===== config.mk =====
export PLATFORM = sky130hd
export DESIGN_NAME = i3c_sdr_bit_engine
export DESIGN_NICKNAME = d
export VERILOG_FILES = /design/src/rtl/i3c_sdr_bit_engine_pkg.sv /design/src/rtl/i3c_sdr_bit_engine_scl_divider.sv /design/src/rtl/i3c_sdr_bit_engine.sv
export SDC_FILE = /design/constraint.sdc
export NUM_CORES = 1
export LEC_CHECK = 0
export BUFFER_PORTS_ARGS = -buffer_cell sky130_fd_sc_hd__buf_2
export CAP_MARGIN = 20
export CORE_UTILIZATION = 50
export DETAILED_ROUTE_END_ITERATION = 12
export GPL_TIMING_DRIVEN = 0
export PLACE_DENSITY_LB_ADDON = 0.15
export SETUP_SLACK_MARGIN = 0.5
export SLEW_MARGIN = 10
export SYNTH_ARGS = -nofsm -noshare
export SYNTH_HDL_FRONTEND = slang
export SYNTH_HIERARCHICAL = 1
export SYNTH_SLANG_ARGS = --single-unit

===== constraint.sdc =====
create_clock -name clk_i -period 2.65 [get_ports clk_i]
set_clock_uncertainty 0.05 [all_clocks]
set_input_delay 0.265 -clock clk_i [delete_from_list [all_inputs] [get_ports clk_i]]
set_output_delay 0.265 -clock clk_i [all_outputs]
set_load 0.02 [all_outputs]

===== src/rtl/i3c_sdr_bit_engine_pkg.sv =====
// Shared controller state codes, SDR framing constants and engine phase encoding
// for the I3C SDR bit engine.
package i3c_sdr_bit_engine_pkg;

  localparam int STATE_WIDTH = 3;

  localparam logic [STATE_WIDTH-1:0] ST_IDLE    = 3'd0;
  localparam logic [STATE_WIDTH-1:0] ST_START   = 3'd1;
  localparam logic [STATE_WIDTH-1:0] ST_ADDRESS = 3'd2;
  localparam logic [STATE_WIDTH-1:0] ST_DATA    = 3'd3;
  localparam logic [STATE_WIDTH-1:0] ST_STOP    = 3'd4;
  localparam logic [STATE_WIDTH-1:0] ST_ERROR   = 3'd5;

  localparam int SDR_BITS = 9;

  typedef enum logic [2:0] {
    PH_IDLE,
    PH_START,
    PH_ADDR,
    PH_DATA,
    PH_STOP
  } phase_e;

  // ERROR shares the STOP waveform so the bus is always released cleanly.
  function automatic phase_e phase_for_state(input logic [STATE_WIDTH-1:0] st);
    case (st)
      ST_START:          return PH_START;
      ST_ADDRESS:        return PH_ADDR;
      ST_DATA:           return PH_DATA;
      ST_STOP, ST_ERROR: return PH_STOP;
      default:           return PH_IDLE;
    endcase
  endfunction

endpackage


===== src/rtl/i3c_sdr_bit_engine_scl_divider.sv =====
// SCL half-period divider: counts CLK_DIV clocks per half and tracks which half
// (low/high) of the bit slot is active; restarts from the low half on clear.
module i3c_sdr_bit_engine_scl_divider #(
  parameter int CLK_DIV = 4
) (
  input  logic clk,
  input  logic rst,
  input  logic clear,
  output logic half_tick,
  output logic scl_phase
);

  localparam int CW = (CLK_DIV > 2) ? $clog2(CLK_DIV) : 1;

  logic [CW-1:0] cnt;

  assign half_tick = (cnt == CW'(CLK_DIV - 1));

  always_ff @(posedge clk) begin
    if (rst || clear) begin
      cnt       <= '0;
      scl_phase <= 1'b0;
    end else if (half_tick) begin
      cnt       <= '0;
      scl_phase <= ~scl_phase;
    end else begin
      cnt <= cnt + CW'(1);
    end
  end

endmodule


===== src/rtl/i3c_sdr_bit_engine.sv =====
// I3C SDR bit engine: turns controller state codes into START / address / data /
// STOP waveforms on SCL and SDA and reports ACK and data-phase status.
module i3c_sdr_bit_engine
  import i3c_sdr_bit_engine_pkg::*;
#(
  parameter int CLK_DIV = 4
) (
  input  logic                   clk_i,
  input  logic                   rst_i,
  input  logic [STATE_WIDTH-1:0] state_i,
  input  logic [6:0]             addr_i,
  input  logic                   rnw_i,
  input  logic [7:0]             wdata_i,
  input  logic                   sda_i,
  output logic                   scl_o,
  output logic                   sda_o,
  output logic                   sda_oe_o,
  output logic [7:0]             rdata_o,
  output logic                   addr_done_o,
  output logic                   addr_acked_o,
  output logic                   data_done_o,
  output logic                   data_acked_o,
  output logic                   busy_o
);

  logic [STATE_WIDTH-1:0] state_q;
  phase_e                 phase_q, phase_d, launch_phase;
  logic                   launch, half_tick, scl_phase, slot_end, last_slot, bus_clash;
  logic [3:0]             bit_cnt;
  logic [SDR_BITS-1:0]    tx_sh;
  logic [7:0]             rx_sh;
  logic                   rnw_q, contention_q;

  assign launch       = (state_i != state_q);
  assign launch_phase = phase_for_state(state_i);
  assign slot_end     = half_tick & scl_phase;
  assign last_slot    = (bit_cnt == 4'(SDR_BITS - 1));
  assign bus_clash    = tx_sh[SDR_BITS-1] & ~sda_i;

  i3c_sdr_bit_engine_scl_divider #(.CLK_DIV(CLK_DIV)) u_div (
    .clk       (clk_i),
    .rst       (rst_i),
    .clear     (launch),
    .half_tick (half_tick),
    .scl_phase (scl_phase)
  );

  always_ff @(posedge clk_i) begin
    if (rst_i) phase_q <= PH_IDLE;
    else       phase_q <= phase_d;
  end

  always_comb begin
    phase_d = phase_q;
    if (launch) begin
      phase_d = launch_phase;
    end else begin
      case (phase_q)
        PH_START:         if (slot_end) phase_d = PH_IDLE;
        PH_ADDR, PH_DATA: if (slot_end && last_slot) phase_d = PH_IDLE;
        PH_STOP:          if (half_tick && bit_cnt == 4'd1) phase_d = PH_IDLE;
        default:          phase_d = PH_IDLE;
      endcase
    end
  end

  always_comb begin
    scl_o    = 1'b1;
    sda_o    = 1'b1;
    sda_oe_o = 1'b0;
    busy_o   = 1'b0;
    case (phase_q)
      PH_START: begin
        busy_o   = 1'b1;
        sda_oe_o = 1'b1;
        sda_o    = ~scl_phase;
      end
      PH_ADDR: begin
        busy_o   = 1'b1;
        scl_o    = scl_phase;
        sda_oe_o = ~last_slot;
        sda_o    = tx_sh[SDR_BITS-1];
      end
      PH_DATA: begin
        busy_o   = 1'b1;
        scl_o    = scl_phase;
        sda_oe_o = ~rnw_q;
        sda_o    = tx_sh[SDR_BITS-1];
      end
      PH_STOP: begin
        busy_o   = 1'b1;
        sda_oe_o = 1'b1;
        scl_o    = (bit_cnt == 4'd0) ? scl_phase : 1'b1;
        sda_o    = (bit_cnt != 4'd0);
      end
      default: ;
    endcase
  end

  // A launch always wins over a completing slot, so an abandoned phase never pulses done.
  always_ff @(posedge clk_i) begin
    if (rst_i) begin
      state_q      <= ST_IDLE;
      bit_cnt      <= '0;
      tx_sh        <= '0;
      rx_sh        <= '0;
      rnw_q        <= 1'b0;
      contention_q <= 1'b0;
      rdata_o      <= '0;
      addr_done_o  <= 1'b0;
      addr_acked_o <= 1'b0;
      data_done_o  <= 1'b0;
      data_acked_o <= 1'b0;
    end else begin
      state_q     <= state_i;
      addr_done_o <= 1'b0;
      data_done_o <= 1'b0;
      if (launch) begin
        bit_cnt      <= '0;
        contention_q <= 1'b0;
        rx_sh        <= '0;
        if (launch_phase == PH_ADDR) begin
          tx_sh        <= {addr_i, rnw_i, 1'b1};
          rnw_q        <= rnw_i;
          addr_acked_o <= 1'b0;
        end
        if (launch_phase == PH_DATA) begin
          tx_sh        <= {wdata_i, ~^wdata_i};
          rnw_q        <= rnw_i;
          data_acked_o <= 1'b0;
        end
      end else if (phase_q != PH_IDLE && slot_end) begin
        bit_cnt <= bit_cnt + 4'd1;
        tx_sh   <= {tx_sh[SDR_BITS-2:0], 1'b0};
        if (phase_q == PH_ADDR && last_slot) begin
          addr_done_o  <= 1'b1;
          addr_acked_o <= ~sda_i;
        end
        if (phase_q == PH_DATA) begin
          if (rnw_q && !last_slot) rx_sh <= {rx_sh[6:0], sda_i};
          if (!rnw_q && bus_clash) contention_q <= 1'b1;
          if (last_slot) begin
            data_done_o <= 1'b1;
            if (rnw_q) begin
              rdata_o      <= rx_sh;
              data_acked_o <= ^{rx_sh, sda_i};
            end else begin
              data_acked_o <= ~(contention_q | bus_clash);
            end
          end
        end
      end
    end
  end

endmodule

==> results of run 1 <==
through the flow:
| step | area (um^2) | setup WS [ps] | hold WS [ps] | utilization (%) | instances |
|---|---|---|---|---|---|
| 6_report | 2624 | 634.6 | 144.4 | 63.76 | 335 |
| 4_1_cts | 2595 | 505.7 | 129.7 | 63.06 | 332 |
| 2_1_floorplan | 2218 | 838.3 | 288.4 | - | 238 |
| 3_5_place_dp | 2466 | 530.5 | 394.9 | 59.93 | 325 |
| 5_1_grt | 2624 | 480.8 | 141.6 | 63.76 | 335 |
| 3_3_place_gp | 2466 | 515.5 | 389.5 | 59.93 | 325 |
timing repair:
action | 4_1_cts | 5_1_grt
gates resized for setup | 0 | 5
endpoints found under the setup margin | 0 | 5
buffers inserted | 0 | 3
placed cells by master, fill, tap and decap left out, types with 3 or more instances in the layout:
cell      count
clkbuf_1      3
xnor2_1      17
buf_2        42
mux2i_1      24
nor2_1       38
nor3_1        5
a31oi_1       3
clkbuf_8      5
inv_1         6
nand2_1      15
ha_1          4
a21oi_1      14
nand3_1       4
xor2_1        6
a211o_1       8
buf_4         3
nor2b_1       5
dfxtp_1      43
o21ai_0       5
worst paths after layout:
| path | from | end | slack (ps) | depth (start not counted) |
|---|---|---|---|---|
| hold / removal | rst_i | u_div/cnt[0] | 140 | 2 |
| setup / recovery | u_div/cnt[0] | data_acked_o | 630 | 7 |
| setup reg to reg | u_div/cnt[0] | data_acked_o | 630 | 7 |
| hold reg to reg | tx_sh[5] | tx_sh[5] | 410 | 2 |
worst max-delay path, stage by stage, from the launching register on:
cell,delay [ps]
dfxtp_1,380
ha_2,270
o311a_1,170
buf_2,210
and2b_4,200
nand2_1,130
a2111oi_1,390
nor3_1,80
power breakdown:
group          total, mW  leakage (nW)  internal [mW]  switching (mW)
clock              0.593        0.0642          0.371           0.222
combinational      0.173         0.799         0.0737          0.0993
sequential         0.684         0.357          0.675         0.00918
total               1.45          1.22           1.12           0.331
layer usage:
metal | track usage, % | share of wire (%) | up-vias
li1 | - | - | 911
met1 | 25.98 | 47 | 805
met2 | 34.07 | 47 | 38
met3 | 4.934 | 4.1 | 7
met4 | 9.375 | 1.8 | 0
met5 | 0 | 0 | -
area by class of cell:
type | instances | area share [%]
Sequential cell | 44 | 33.62
Timing Repair Buffer | 40 | 7.916
Multi-Input combinational cell | 175 | 47.59
Clock buffer | 5 | 2.623
Clock inverter | 2 | 2.289
Tap cell | 50 | 2.384
Buffer | 12 | 2.575
Inverter | 7 | 1.001
logic make-up (layout without fill, tap and decap cells):
family	Yosys count	count (layout)
AND/OR/NAND/NOR	81	81
multiplexers	24	24
flip-flops	44	44
XOR/XNOR	24	24
AO/OA/AOI/OAI	41	41
buffers and inverters	19	66
adder cells (fa/ha/maj)	5	5
flip-flops by register name, indices dropped and copies added (netlist names):
name             flops
rnw_q                1
rdata_o              8
data_acked_o         1
bit_cnt              4
u_div/cnt            2
tx_sh                9
rx_sh                8
addr_acked_o         1
state_q              3
addr_done_o          1
phase_q              3
contention_q         1
u_div/scl_phase      1
data_done_o          1
==> impl_metrics.py, run 1 <==
metrics = {
    "yosys": {
        "synthAdderAreaFrac_pct": 2.820,
        "synth_largest_area_cell": "dfxtp_1",
        "synthCells": 238,
        "synth_cell_type_count": 46,
        "async_reset_ff_share_pct": 0,
        "syn-cell-area_mm2": 0.002218,
        "synth_nets": 265,
        "synth_edf_count": 0,
        "synthTopCellsByCount": "dfxtp_1 (44), nor2_1 (38), mux2i_1 (24), xnor2_1 (17), nand2_1 (15)",
        "synthMuxAreaShare_pct": 10.83,
        "yosysSeqAreaShare_pct": 39.71,
        "synth-compound-area-share_pct": 13.31,
        "synth_area_leaders": "dfxtp_1 (40%), mux2i_1 (11%), xnor2_1 (6.7%)",
        "synth_top_area_share_pct": 39.71,
        "synth_xor_area_share_pct": 10.10,
        "synth-seq-cells": 44,
        "synth_flop_cell": "dfxtp_1",
        "ys_warn_count": 6,
        "synth_simple_gate_area_share_pct": 19.06,
        "synth.most_common_cell": "dfxtp_1",
        "syn_avg_cell_area_um2": 9.321,
        "synth_top_family_by_area": "simple AND/OR/NAND/NOR gates",
    },
    "timing": {
        "drv_slew": 0,
        "setup_violations": 0,
        "rsz0062_at_grt": "yes",
        "max_freq_mhz": 496.2,
        "tightest_slew_ps": 516.9,
        "final_hold_viol_count": 0,
        "fin_tns_setup_ps": 0,
        "slew_headroom_pct": 65.54,
        "fin_crit_sh_pct": 76.05,
        "period_minus_slack_ps": 2015,
    },
    "detailed_routing": {
        "num_vias": 1761,
        "wl_um": 4364,
        "ant_nets": 0,
        "drtPass1Iterations": 4,
        "avgRoutedWirePerCell_um": 13.03,
        "drc": 0,
        "drtIter0Drc": 56,
        "via_per_inst": 5.257,
    },
    "cells_and_area": {
        "diodes": 0,
        "fillers": 373,
        "final_nets": 312,
        "layout-drive-gt1-share_pct": 23.51,
        "syn_to_final_growth_pct": 18.27,
        "register_area_um2": 882.1,
        "multi_input_area_mm2": 0.001249,
    },
    "worst_setup_path": {
        "crit_arrival_ps": 2130,
        "worst-path-max-fanout": 7,
        "path_class": "register to register",
        "cp.required_ps": 2770,
        "end_kind": "register",
        "cp-start-kind": "register",
    },
    "global_routing": {
        "grt_max_degree": 14,
        "overflow": 0,
        "antenna_found_initial": 0,
        "grt_usage_pct": 20.90,
        "grt_pass1_wl_um": 7024,
        "grt_pass1_vias": 1544,
    },
    "floorplan": {
        "die_w_um": 68.61,
        "die_area_mm2": 0.004707,
        "rows": 23,
        "die_h_um": 68.61,
        "core_area_mm2": 0.004115,
        "start_util_pct": 53.91,
        "io-pin-count": 38,
    },
    "placed_design": {
        "dp_hpwl_um": 3256,
        "gp_congestion": 0.7919,
        "portBuffers": 37,
    },
    "clocking": {
        "ctsHoldBuffers": 0,
        "cts_tree": "built",
        "cts.reportedPaths.clkPinSlew_ps": 80,
        "h-tree-depth": 2,
        "clock-sinks": 44,
        "insertion_delay_ps": 300,
        "cts_buffers": 5,
        "root_buffer": "clkbuf_8",
        "cts_buffer_depth": 2,
    },
    "worst_hold_path": {
        "hp-class": "input pin to register",
    },
    "power_and_ir_drop": {
        "power_mw": 1.451,
        "p_leak_nw": 1.220,
        "power_density_mw_per_mm2": 552.9,
        "vdd_drop_max_mv": 0.4166,
    },
    "run": {
        "drv_cap": 0,
    },
    "status": {
        "status": "finished clean",
    },
}
Note: power is estimated with default switching activity, not from simulation.
==> run 2, diff against run 1 <==
==> constraint.sdc (replaced) <==
create_clock -name clk_i -period 1.9 [get_ports clk_i]
set_clock_uncertainty 0.05 [all_clocks]
set_input_delay 0.19 -clock clk_i [delete_from_list [all_inputs] [get_ports clk_i]]
set_output_delay 0.19 -clock clk_i [all_outputs]
set_load 0.02 [all_outputs]
==> run 2 against run 1 <==
  * Total power grew 29%
  * First-iteration DRC count grew 63%
  * Clock power shrank 3%
  * Global-route usage grew 3.7 points
  * Sequential share of layout area shrank 5.0 points
  * Critical path depth is the same
  * Utilization grew 13 points
  * Critical endpoint is now sda_oe_o
  * Largest power group unchanged
==> impl_metrics.py, run 2 (synthesis gave the netlist of run 1 again) <==
metrics = {
    "clocking": {
        "ctsHoldBuffers": 0,
        "cts_tree": "built",
        "h-tree-depth": 2,
        "cts_buffer_depth": 2,
        "root_buffer": "clkbuf_8",
        "clock-sinks": 44,
        "cts.reportedPaths.clkPinSlew_ps": 80,
        "insertion_delay_ps": 310,
        "cts_buffers": 5,
    },
    "power_and_ir_drop": {
        "p_leak_nw": 1.435,
        "power_mw": 1.878,
        "vdd_drop_max_mv": 0.5879,
        "power_density_mw_per_mm2": 593.1,
    },
    "global_routing": {
        "antenna_found_initial": 0,
        "grt_usage_pct": 24.64,
        "grt_pass1_wl_um": 8328,
        "overflow": 0,
        "grt_max_degree": 13,
        "grt_pass1_vias": 1820,
    },
    "status": {
        "status": "finished clean",
    },
    "timing": {
        "slew_headroom_pct": 58.83,
        "tightest_slew_ps": 617.5,
        "setup_violations": 0,
        "max_freq_mhz": 548.8,
        "period_minus_slack_ps": 1822,
        "drv_slew": 0,
        "final_hold_viol_count": 0,
        "fin_crit_sh_pct": 95.90,
        "rsz0062_at_grt": "yes",
    },
    "detailed_routing": {
        "wl_um": 5604,
        "num_vias": 1970,
        "drtIter0Drc": 91,
        "via_per_inst": 5.412,
        "avgRoutedWirePerCell_um": 15.40,
        "drc": 0,
        "drtPass1Iterations": 4,
        "ant_nets": 0,
    },
    "cells_and_area": {
        "final_nets": 341,
        "layout-drive-gt1-share_pct": 43.95,
        "diodes": 0,
        "register_area_um2": 905.9,
        "syn_to_final_growth_pct": 42.75,
        "multi_input_area_mm2": 0.001479,
        "final_common_cell": "buf_2",
        "fin_cells": 364,
        "largest_reg_flops": 9,
        "fillers": 281,
        "reg.largest.list": "tx_sh x9, rdata_o x8, rx_sh x8",
        "layout_common_cells": "buf_2 (35), nor2_1 (34), dfxtp_1 (32)",
        "largest-register": "tx_sh",
        "design_area_mm2": 0.003167,
    },
    "worst_hold_path": {
        "holdPathStages": 2,
        "hold_start": "rst_i",
        "hp-class": "input pin to register",
        "min_to": "u_div/cnt[0]",
    },
    "run": {
        "drv_cap": 0,
    },
    "placed_design": {
        "portBuffers": 37,
        "gp_congestion": 0.7478,
        "dp.cells": 325,
        "placed_area_mm2": 0.002520,
        "dp_hpwl_um": 3270,
    },
    "floorplan": {
        "start_util_pct": 53.91,
        "io-pin-count": 38,
        "core_area_mm2": 0.004115,
        "die_area_mm2": 0.004707,
        "die_h_um": 68.61,
        "rows": 23,
        "die_w_um": 68.61,
    },
    "worst_setup_path": {
        "cp-start-kind": "register",
        "path_class": "register to output pin",
        "r2r_cells": 7,
        "reg2reg_to": "rdata_o[0]",
        "rrSetupSlack_ps": 130,
        "end_kind": "output pin",
        "cp.required_ps": 1660,
        "worst-path-max-fanout": 4,
        "r2r_start": "phase_q[2]",
        "crit_arrival_ps": 1580,
    },
}
## run 2: changes by cell type in the layout (fill, tap and decap cells not counted), moves of 4 or more
cell	previous run	this run
buf_2	42	35
nor2_1	38	34
buf_4	3	22
dfxtp_4	0	4
a21oi_1	14	10
buf_6	2	15
dfxtp_1	43	32
a21oi_2	1	5
dfxtp_2	1	8
## run 2: metal layers
metal,GRT usage [%],share of wire (%),up-vias
li1,-,-,967
met1,29.31,45,931
met2,39.83,47,52
met3,8.224,5.0,20
met4,11.46,3.1,0
met5,0,0,-
## run 2: worst max path at each step
stage	start	to	slack, ps	cells past startpoint
after floorplan	phase_q[2]	rdata_o[5]	270	7
after global placement	bit_cnt[0]	addr_acked_o	80	7
after detailed placement	bit_cnt[0]	addr_acked_o	70	7
after CTS	bit_cnt[0]	sda_oe_o	150	7
after global routing	phase_q[0]	sda_oe_o	-0.006	6
final	bit_cnt[0]	sda_oe_o	80	7
## run 2: final cells by class
type                    count  share of cell area (%)
plain buffers              12                   3.635
clock buffers               6                   2.292
clock inverters             1                  0.1580
inverters                   7                  0.9087
multi-input cells         175                   46.70
flip-flops and latches     44                   28.61
well taps                  50                   1.976
repair buffers             69                   15.73
## run 2: worst max-delay path, cell delays in order (launching register included)
cell and delay [ps]:
dfxtp_4 360, inv_4 50, ha_4 130, nand3b_1 150, and3_4 230, a21oi_2 110, o22ai_1 80, buf_4 160
## run 2: stage by stage
stage	setup slack, ps	utilization, %	TNS [ps]	hold slack, ps
final	77.92	76.95	0	79.66
after global routing	-0.006106	76.95	-0.006106	82.26
after CTS	150.1	71.88	0	54.79
after detailed placement	73.45	61.23	0	365.6
after global placement	81.07	61.23	0	364.9
after floorplan	269.5	-	0	206.0
## run 2: power breakdown
group | internal, mW | total (mW) | switching [mW] | leakage (nW)
logic | 0.168 | 0.345 | 0.177 | 1.03
registers | 0.939 | 0.958 | 0.0187 | 0.363
clock network | 0.250 | 0.576 | 0.325 | 0.0410
## run 2: timing repair
item                       CTS  global route
setup buffers               21             8
gates cloned                 2             1
setup endpoints to repair   41            45
pin swaps                   31            21
resized for setup           53            32
==> run 3, diff against run 2 <==
--- a/config.mk
+++ b/config.mk
@@ -7,7 +7,10 @@
 export LEC_CHECK = 0
 export BUFFER_PORTS_ARGS = -buffer_cell sky130_fd_sc_hd__buf_2
 export CAP_MARGIN = 20
-export CORE_UTILIZATION = 50
+export CELL_PAD_IN_SITES_DETAIL_PLACEMENT = 1
+export CELL_PAD_IN_SITES_GLOBAL_PLACEMENT = 1
+export CORE_ASPECT_RATIO = 0.8
+export CORE_UTILIZATION = 42
 export DETAILED_ROUTE_END_ITERATION = 12
 export GPL_TIMING_DRIVEN = 0
 export PLACE_DENSITY_LB_ADDON = 0.15
==> run 3 against run 2 <==
  * The flow now finishes with violations (setup timing)
  * Fmax decreased by 11%
  * Global-route usage increased by 2.9 points
  * Cell count increased by 8.8%
  * Count of clock-buffer cells in the layout decreased by 1
  * Via count increased by 21%
  * Sequential share of layout area decreased by 3.9 points
  * Critical path depth unchanged
  * Critical path type unchanged
  * Largest cell class unchanged
==> impl_metrics.py, run 3 (synthesis gave the netlist of run 1 again) <==
metrics = {
    "status": {
        "status": "finished with violations",
        "violations": "setup timing",
    },
    "power_and_ir_drop": {
        "switching_share_pct": 30.17,
        "seq_power_share_pct": 43.6,
        "pwr-share-clk_pct": 35.6,
        "power_density_mw_per_mm2": 599.3,
        "share_comb_of_total_power_pct": 20.8,
        "p_int_mw": 1.545,
        "p_leak_nw": 1.603,
        "power_mw": 2.213,
        "vdd_drop_max_mv": 0.4990,
        "switchingPower_uw": 667.6,
    },
    "worst_setup_path": {
        "worst-path-max-fanout": 4,
        "crit_arrival_ps": 1800,
        "path_class": "register to output pin",
        "path_cells": "inv_2, ha_4, nand3b_1, and3_1, a21oi_2, o22ai_1, buf_4",
        "cp-start-kind": "register",
        "end_kind": "output pin",
        "cpPeakStageDelay_ps": 360,
        "crit_family": "simple AND/OR/NAND/NOR gates",
        "critical_path_buf_inv_count": 2,
        "slowest_stage": "dfxtp_2",
        "cp.required_ps": 1660,
    },
    "floorplan": {
        "core_area_mm2": 0.005036,
        "die_area_mm2": 0.005579,
        "io-pin-count": 38,
        "rows": 23,
        "start_util_pct": 44.05,
        "die_w_um": 83.26,
        "die_h_um": 67.01,
    },
    "detailed_routing": {
        "num_vias": 2377,
        "drc": 0,
        "via_per_inst": 6.003,
        "drtPass1Iterations": 4,
        "wl_um": 10880,
        "ant_nets": 0,
        "avgRoutedWirePerCell_um": 27.47,
        "drtIter0Drc": 131,
    },
    "cells_and_area": {
        "reg.largest.list": "tx_sh x9, rdata_o x8, rx_sh x8",
        "diodes": 0,
        "register_area_um2": 912.1,
        "largest_reg_flops": 9,
        "final_common_cell": "buf_2",
        "multi_input_area_mm2": 0.001709,
        "layout_common_cells": "buf_2 (34), dfxtp_1 (31), buf_6 (29)",
        "largest-register": "tx_sh",
        "fillers": 486,
        "utilization_pct": 73.32,
        "syn_to_final_growth_pct": 66.44,
        "layout-drive-gt1-share_pct": 56.89,
        "final_nets": 360,
    },
    "timing": {
        "tightest_slew_ps": 659.7,
        "fin_crit_sh_pct": 107.5,
        "max_freq_mhz": 489.5,
        "final_hold_viol_count": 0,
        "slew_headroom_pct": 56.02,
        "rsz0062_at_grt": "yes",
        "holdWs_ps": 117.5,
        "worst_slack_ps": -142.9,
        "drv_slew": 0,
        "period_minus_slack_ps": 2043,
        "setup_violations": 4,
    },
    "clocking": {
        "cts_buffer_depth": 2,
        "insertion_delay_ps": 310,
        "h-tree-depth": 2,
        "cts_buffers": 5,
        "root_buffer": "clkbuf_8",
        "clock-sinks": 44,
        "cts.reportedPaths.clkPinSlew_ps": 100,
        "ctsHoldBuffers": 0,
        "cts_tree": "built",
    },
    "global_routing": {
        "grt_usage_pct": 27.57,
        "grt_max_degree": 16,
        "grt_pass1_vias": 2193,
        "grt_pass1_wl_um": 11520,
        "antenna_found_initial": 0,
        "overflow": 0,
    },
    "worst_hold_path": {
        "hp-class": "input pin to register",
    },
    "placed_design": {
        "dp_hpwl_um": 3862,
        "portBuffers": 37,
        "gp_congestion": 0.8019,
    },
    "run": {
        "drv_cap": 0,
    },
}
==> run 3: power groups by stage <==
stage / combinational, mW / sequential [mW] / clock [mW]
5_1_grt: 0.473 / 0.966 / 0.814
3_5_place_dp: 0.259 / 0.978 / 0
6_report: 0.459 / 0.966 / 0.788
4_1_cts: 0.350 / 0.958 / 0.758
2_1_floorplan: 0.181 / 0.975 / 0
3_3_place_gp: 0.253 / 0.977 / 0
==> run 3: final timing paths <==
kind         depth (start not counted)  slack, ps         start      endpoint
max reg2reg                         11       -140    bit_cnt[1]    phase_q[0]
max                                  7       -140    bit_cnt[1]      sda_oe_o
min reg2reg                          1        420  u_div/cnt[0]  u_div/cnt[0]
min                                  2        120         rst_i  u_div/cnt[0]
==> run 3: what timing repair did <==
item                       4_1_cts  5_1_grt
gates resized for setup         63       98
setup endpoints to repair       42       46
setup buffers                   41       10
pin swaps                       25       35
==> run 3: through the flow <==
stage               area [um^2]  TNS, ps  instances  worst slack [ps]
floorplan                  2272        0        238             269.5
global placement           2535        0        337             48.89
detailed placement         2535   -10.54        337            -10.54
CTS                        3211        0        386             116.3
global route               3692   -548.3        396            -180.9
finish                     3692   -418.9        396            -142.9
==> run 3: final cells by class <==
class	instances	area share, %
Inverter	7	0.8811
Clock buffer	5	1.864
Timing Repair Buffer	88	19.38
Buffer	12	3.490
Tap cell	62	2.101
Clock inverter	3	1.288
Multi-Input combinational cell	175	46.29
Sequential cell	44	24.70
==> run 3: worst reg2reg max path: cells and delay by family (launching register included) <==
| kind | cells | cell delay (ps) |
|---|---|---|
| AO/OA/AOI/OAI | 2 | 360 |
| adder cells (fa/ha/maj) | 1 | 140 |
| buffers and inverters | 5 | 620 |
| flip-flops | 1 | 350 |
| AND/OR/NAND/NOR | 3 | 370 |
==> run 3: metal layers <==
metal / vias up / share of wire, % / track usage, %
met5: - / 0 / 0
met4: 0 / 5.0 / 15.30
met3: 47 / 5.4 / 4.709
met2: 122 / 50 / 48.16
met1: 1195 / 40 / 32.68
li1: 1013 / - / -
